**src/rtl/uart_defines_pkg.sv**
```systemverilog
// Shared UART definitions: TX FIFO status masks and TX state encodings.
package uart_defines_pkg;

    localparam logic [3:0] Fifo_Empty = 4'b0001;
    localparam logic [3:0] Fifo_AFull = 4'b0010;
    localparam logic [3:0] Fifo_Full  = 4'b0100;

    typedef enum logic [2:0] {
        IDLE   = 3'd0,
        FETCH  = 3'd1,
        WAIT   = 3'd2,
        START  = 3'd3,
        DATA   = 3'd4,
        PARITY = 3'd5,
        STOP   = 3'd6
    } tx_state_t;

    function automatic logic fifo_has_data(input logic [3:0] status);
        return (status & Fifo_Empty) == 4'b0000;
    endfunction

endpackage

```
**src/rtl/uart_baud_gen.sv**
```systemverilog
// Baud counter: counts 0..CLKS_PER_BIT-1 and flags the last (and next-to-last) cycle of each bit.
module uart_baud_gen #(
    parameter int CLKS_PER_BIT = 16
) (
    input  logic Clk,
    input  logic Reset,
    input  logic Clear,
    output logic Bit_End,
    output logic Bit_Pre_End
);

    localparam int              CW   = $clog2(CLKS_PER_BIT);
    localparam logic [CW-1:0]   LAST = CW'(CLKS_PER_BIT - 1);
    localparam logic [CW-1:0]   PRE  = CW'(CLKS_PER_BIT - 2);

    logic [CW-1:0] count;

    // NOTE: sequential state is assigned with <= so every flop samples pre-edge values.
    always_ff @(posedge Clk or posedge Reset) begin
        if (Reset) begin
            count <= '0;
        end else if (Clear || count == LAST) begin
            count <= '0;
        end else begin
            count <= count + 1'b1;
        end
    end

    assign Bit_End     = (count == LAST);
    assign Bit_Pre_End = (count == PRE);

endmodule

```
**src/rtl/uart_tx_serializer.sv**
```systemverilog
// UART transmitter: pops bytes from a TX FIFO and serialises start, 8 data (LSB first),
// optional parity and 1-2 stop bits onto a registered Tx line.
module uart_tx_serializer
    import uart_defines_pkg::*;
#(
    parameter int CLKS_PER_BIT = 16,
    parameter bit PARITY_EN    = 1'b0,
    parameter bit PARITY_ODD   = 1'b0,
    parameter int STOP_BITS    = 1
) (
    input  logic       Clk,
    input  logic       Reset,
    input  logic [7:0] Fifo_Data,
    input  logic [3:0] Fifo_Status,
    output logic       Fifo_Read,
    output logic       Tx,
    output logic       Tx_Busy,
    output logic       Tx_Done
);

    tx_state_t  state;
    logic [7:0] shift_reg;
    logic [2:0] bit_idx;
    logic       stop_idx;
    logic       parity_bit;
    logic       bit_end;
    logic       bit_pre_end;
    logic       baud_clear;
    logic       fifo_ready;
    logic       last_stop;

    assign fifo_ready = fifo_has_data(Fifo_Status);
    assign last_stop  = (STOP_BITS == 1) || stop_idx;

    // Holding the counter clear outside the bit states makes START begin at count 0.
    assign baud_clear = (state == IDLE) || (state == FETCH) || (state == WAIT);

    uart_baud_gen #(
        .CLKS_PER_BIT(CLKS_PER_BIT)
    ) u_baud_gen (
        .Clk        (Clk),
        .Reset      (Reset),
        .Clear      (baud_clear),
        .Bit_End    (bit_end),
        .Bit_Pre_End(bit_pre_end)
    );

    always_ff @(posedge Clk or posedge Reset) begin
        if (Reset) begin
            state      <= IDLE;
            Tx         <= 1'b1;
            Fifo_Read  <= 1'b0;
            Tx_Busy    <= 1'b0;
            Tx_Done    <= 1'b0;
            shift_reg  <= '0;
            bit_idx    <= '0;
            stop_idx   <= 1'b0;
            parity_bit <= 1'b0;
        end else begin
            Fifo_Read <= 1'b0;
            Tx_Done   <= 1'b0;
            case (state)
                IDLE: begin
                    if (fifo_ready) begin
                        state     <= FETCH;
                        Fifo_Read <= 1'b1;
                        Tx_Busy   <= 1'b1;
                    end
                end
                FETCH: state <= WAIT;
                WAIT: begin
                    shift_reg  <= Fifo_Data;
                    parity_bit <= (^Fifo_Data) ^ PARITY_ODD;
                    Tx         <= 1'b0;
                    state      <= START;
                end
                START: begin
                    if (bit_end) begin
                        state     <= DATA;
                        Tx        <= shift_reg[0];
                        shift_reg <= shift_reg >> 1;
                        bit_idx   <= '0;
                    end
                end
                DATA: begin
                    if (bit_end) begin
                        if (bit_idx == 3'd7) begin
                            if (PARITY_EN) begin
                                state <= PARITY;
                                Tx    <= parity_bit;
                            end else begin
                                state    <= STOP;
                                Tx       <= 1'b1;
                                stop_idx <= 1'b0;
                            end
                        end else begin
                            bit_idx   <= bit_idx + 3'd1;
                            Tx        <= shift_reg[0];
                            shift_reg <= shift_reg >> 1;
                        end
                    end
                end
                PARITY: begin
                    if (bit_end) begin
                        state    <= STOP;
                        Tx       <= 1'b1;
                        stop_idx <= 1'b0;
                    end
                end
                STOP: begin
                    // Registered pulse is launched one cycle early to land on the final cycle.
                    if (bit_pre_end && last_stop) begin
                        Tx_Done <= 1'b1;
                    end
                    if (bit_end) begin
                        if (!last_stop) begin
                            stop_idx <= 1'b1;
                        end else if (fifo_ready) begin
                            state     <= FETCH;
                            Fifo_Read <= 1'b1;
                        end else begin
                            state   <= IDLE;
                            Tx_Busy <= 1'b0;
                        end
                    end
                end
                default: begin
                    state   <= IDLE;
                    Tx      <= 1'b1;
                    Tx_Busy <= 1'b0;
                end
            endcase
        end
    end

endmodule

```
**config.mk**
```make
export PLATFORM = sky130hd
export DESIGN_NAME = uart_tx_serializer
export DESIGN_NICKNAME = d
export VERILOG_FILES = /design/src/rtl/uart_defines_pkg.sv /design/src/rtl/uart_baud_gen.sv /design/src/rtl/uart_tx_serializer.sv
export SDC_FILE = /design/constraint.sdc
export NUM_CORES = 1
export LEC_CHECK = 0
export ABC_CLOCK_PERIOD_IN_PS = 2300
export CAP_MARGIN = 20
export CORE_AREA = 2 2 51 53
export DETAILED_ROUTE_END_ITERATION = 10
export DIE_AREA = 0 0 53 55
export GPL_TIMING_DRIVEN = 0
export PLACE_DENSITY_LB_ADDON = 0.05
export SYNTH_ARGS = -nofsm -noshare
export SYNTH_HDL_FRONTEND = slang
export SYNTH_SLANG_ARGS = --single-unit
```
**constraint.sdc**
```tcl
create_clock -name Clk -period 2.3 [get_ports Clk]
set_input_delay 0.575 -clock Clk [delete_from_list [all_inputs] [get_ports Clk]]
set_output_delay 0.575 -clock Clk [all_outputs]
set_load 0.01 [all_outputs]
```
### After elaboration in Yosys (flattened, before gate mapping)

Cells that the tools add are included.

* register bits after elaboration: 22
* input bits: 14
* output and inout port bits: 4
* logic and storage cells: 74

* add/sub/neg operators: 2
* eq/ne operators: 17
* muxes and demuxes: 31
* bitwise logic cells: 2
* reduce and logical (&&, ||, !) cells: 14

Operator list (number)
* $mux W3: 9
* $mux W8: 3
* $pmux W8 S3: 1
* $pmux W3 S7: 1
* $ne A2 B2 Y1 const B: 8
* $reduce_and A4 Y1: 4
* $eq A3 B3 Y1 const B: 4
* $mux W1: 12
* $eq A4 B4 Y1 const B: 2
* $eq A3 B2 Y1 const B: 2
* $pmux W3 S2: 1
* $reduce_and A6 Y1: 1
* $pmux W1 S5: 1
* $reduce_or A5 Y1: 1
* $add A4 B1 Y4 const B: 1
* $logic_not A4 Y1: 1
* $mux W4: 1
* $add A3 B1 Y3 const B: 1
* $eq A3 B1 Y1 const B: 1
* $logic_not A3 Y1: 1
* $logic_or A1 B1 Y1: 3
* $pmux W1 S3: 1
* $reduce_bool A3 Y1: 1
* $reduce_or A3 Y1: 1
* 3 further kinds: 4

### Logic depth before layout (Yosys ltp)

* word-level depth: 5
* depth in mapped cells: 7
* gate-level depth less buffers: 6

### Cells and area by module

Synthesis repeated with hierarchy kept, for this count alone.

* cell total of the unflattened synthesis: 142
* area total of the unflattened synthesis: 1335.0 µm²

By module, submodules not included
* uart_tx_serializer: instances 1, cells each 124, area an instance 1136.1 µm², sequential area each 451.7 µm²
* uart_baud_gen: instances 1, cells each 18, area an instance 198.9 µm², sequential area each 100.1 µm²

### Worst setup path after synthesis

OpenSTA, ideal clock, no wires.

* path type: register to register
* start point: reg bit_idx[0]
* end point: reg shift_reg[1]
* library setup time: 0.079 ns
* arrival time: 1.703 ns
* data required time: 2.221 ns
* setup slack: 0.518 ns
* stages on the path, launching flop included: 8
* path buffers: 1
* clock period less this slack: 1.782 ns
* cell sequence: dfrtp_1 ha_1 ha_1 nor4b_4 or2_1 buf_4 a21boi_4 a2bb2oi_1

* cells in the longest elaborated chain, start to end: 3

RTL lines
* start: declaration: line uart_tx_serializer.sv:23 `logic [2:0] bit_idx;`
* start signal: assignment: line uart_tx_serializer.sv:97 `bit_idx <= bit_idx + 3'd1;`
* $eq A3 B3 Y1: line uart_tx_serializer.sv:87 `if (bit_idx == 3'd7) begin`
* $ne A2 B2 Y1 (no line)
* $reduce_and A4 Y1 (no line)
* end signal: assignment: line uart_tx_serializer.sv:72 `shift_reg <= Fifo_Data;`
* end signal: assignment: line uart_tx_serializer.sv:81 `shift_reg <= shift_reg >> 1;`
* end signal: assignment: line uart_tx_serializer.sv:99 `shift_reg <= shift_reg >> 1;`
* end: declaration: line uart_tx_serializer.sv:22 `logic [7:0] shift_reg;`

No other way between the ends.
A chain may end at the register's enable or synchronous reset.

### Final worst setup path

* start point: reg bit_idx[0]
* end point: reg shift_reg[5]

The elaborated chain is that of the path after synthesis.

==> results.cfg <==
[finish]
fin_area_sq_mm = 0.001364
drive_gt1_share_pct = 11.02
syn2layout_area_growth_pct = 18.61
largest_reg_flops = 8
n_antenna_cell = 0
multi_input_area_sq_um = 531.8
final_net_count = 146
seqCellArea_sq_um = 551.8
fillers = 212

[clock_tree]
cts.sinks = 22
clkSlewWorstSetupHoldPaths_ps = 120
cts_resized = 0
hold_buffers = 0
insertion_delay_ps = 310
cts_setup_buffers = 0
cts_tree = done
cts_buffers = 3
htree_levels = 1
clockRootBuffer = clkbuf_4
cts_buffer_depth = 2

[worst_setup_path]
cp_max_fo = 8
reg2regPathDepth = 7
slowest_delay_ps = 420
slowest_stage = dfrtp_1
r2r_slack_ps = 260
critPathArrivalTime_ps = 2270
criticalPathCategory = reg -> reg
setup.worst_path.start_class = register
cp.depth = 7
endpoint_kind = register
critPathBufInv = 1
cpMostUsedCell = ha_1
crit_family = compound AO/OA/AOI/OAI gates
cp_data_required_time_ps = 2530
crit_chain = ha_1, ha_1, nor4b_4, or2_1, buf_4, a21boi_4, a2bb2oi_1

[logic_synthesis]
synthMostInstantiatedCell = dfrtp_1
syn-num-nets = 127
ys.flop_type = dfrtp_1
seq_area_frac_synth_pct = 47.99
synth_commonest_cells = dfrtp_1, o22ai_1, a21oi_1, o21ai_0
avgSynthCellArea_sq_um = 10.55
synth_edf_count = 0
synth_top_area_share_pct = 45.70
async_reset_ff_share_pct = 100.0
yosysUniqueCellTypes = 37
ys_top_cells_by_area = dfrtp_1, o22ai_1, a2bb2oi_1
synth_warnings = 0
syn-instance-count = 109
synth_area_leader_cell = dfrtp_1
netlist_area_sq_mm = 0.001150
synth-seq-cells = 22

[timing]
finalClockSkew_ps = 6.699
setup_slack_ps = 264.6
maxSlewViolCount = 0
rsz0062_at_grt = no
setup_viol = 0
holdWs_ps = 524.4
period_needed_ps = 2035
tightest_slew_ps = 822.3
fin_tns_setup_ps = 0
finalHoldViolCount = 0
period_share_pct = 88.50
fmax_ghz = 0.4913
max_slew_margin_pct = 45.12

[routing]
wl_per_cell_microns = 14.27
met1Wirelength_microns = 1080
finalWirelength_microns = 2241
drc = 0
routed_via_density = 5.758
firstDrtPassIters = 4
ant_nets = 0
routed.top_layer = met4
dr_wl_met3_microns = 75
drt_iter0_markers = 11
wl_met2_microns = 1073
vias = 904

[flow_run]
drv_cap = 0

[run_status]
status = finished, final reports clean

[global_routing]
antenna_found_initial = 0
grt_pass1_wl_microns = 3822
track_usage_pct = 17.85
grt-ovfl-total = 0
grt_pass1_vias = 892
grt_max_degree = 23

[die]
core-area_sq_mm = 0.002365
fp.dieH_microns = 55
die_area_sq_mm = 0.002915
die_w_microns = 53
io_pins = 18
rows = 18
initial_core_util_pct = 48.62

[power_and_ir_drop]
cellInternalPower_mw = 0.5157
p_per_area_mw_per_mm2 = 477.9
p_seq_share_pct = 61.1
ir_drop_v = 0.0002989
power.switching_fraction_pct = 20.86
clkPwrFrac_pct = 32.7
total_power_mw = 0.6517
power.leakage_nw = 0.5782
p_comb_share_pct = 6.2
p_switching_mw = 0.1360

[place]
placed_area_sq_mm = 0.001328
pre_cts_slack_ps = 291.5
place_congestion = 0.7813
portBuffers = 14
dp_hpwl_microns = 1554

[worst_hold_path]
holdCritPathClass = reg -> reg
min_delay_path_depth = 1
## final timing paths
kind	from	end
worst max-delay path	bit_idx[0]	shift_reg[5]
worst min-delay path	bit_idx[0]	bit_idx[0]
worst max register to register	bit_idx[0]	shift_reg[5]
worst min register to register	bit_idx[0]	bit_idx[0]
max in group asynchronous	Reset	shift_reg[5]
min in group asynchronous	Reset	Tx_Busy
## placed cells by master, fill, tap and decap left out, types with 2 or more instances in the layout
cell and instances:
dfrtp_1 21, a22oi_1 2, nor2_1 5, a2bb2oi_1 6, nor3_1 4, clkdlybuf4s50_1 14, nand2_1 6, clkbuf_4 3
or2_1 2, buf_6 2, a32o_1 3, ha_1 4, o21ai_0 7, inv_1 4, clkbuf_1 3, o22ai_1 9
buf_2 2, a21oi_1 7, nor2b_1 2
## stage by stage
stage	instances	utilization (%)
floorplan	109	-
global placement	153	56.14
detailed placement	153	56.14
CTS	157	57.67
global route	157	57.67
finish	157	57.67
## power by group through the flow
stage	clock, mW	combinational, mW	sequential, mW
4_1_cts	0.225	0.0421	0.398
5_1_grt	0.235	0.0454	0.400
2_1_floorplan	0	0.0168	0.405
3_5_place_dp	0	0.0420	0.406
6_report	0.213	0.0407	0.398
3_3_place_gp	0	0.0409	0.405
## area by class of cell
type                            count  area share [%]
Inverter                            4           1.101
Buffer                              8           3.761
Sequential cell                    22           40.46
Timing Repair Buffer               14           10.28
Multi-Input combinational cell     75           38.99
Tap cell                           30           2.752
Clock buffer                        4           2.661
## routing by layer
layer	vias up	GRT usage, %
met4	0	7.692
met1	448	21.84
li1	443	-
met3	2	2.688
met5	-	0
met2	11	31.46
## cells by family after synthesis
group,Yosys count,synth area share (%)
multiplexers,1,0.9793
XOR/XNOR,1,0.7618
buffers and inverters,12,5.767
AND/OR/NAND/NOR,27,14.15
AO/OA/AOI/OAI,41,25.14
adder cells (fa/ha/maj),5,5.223
flip-flops,22,47.99
No activity file was read; power rests on OpenSTA's default activity.
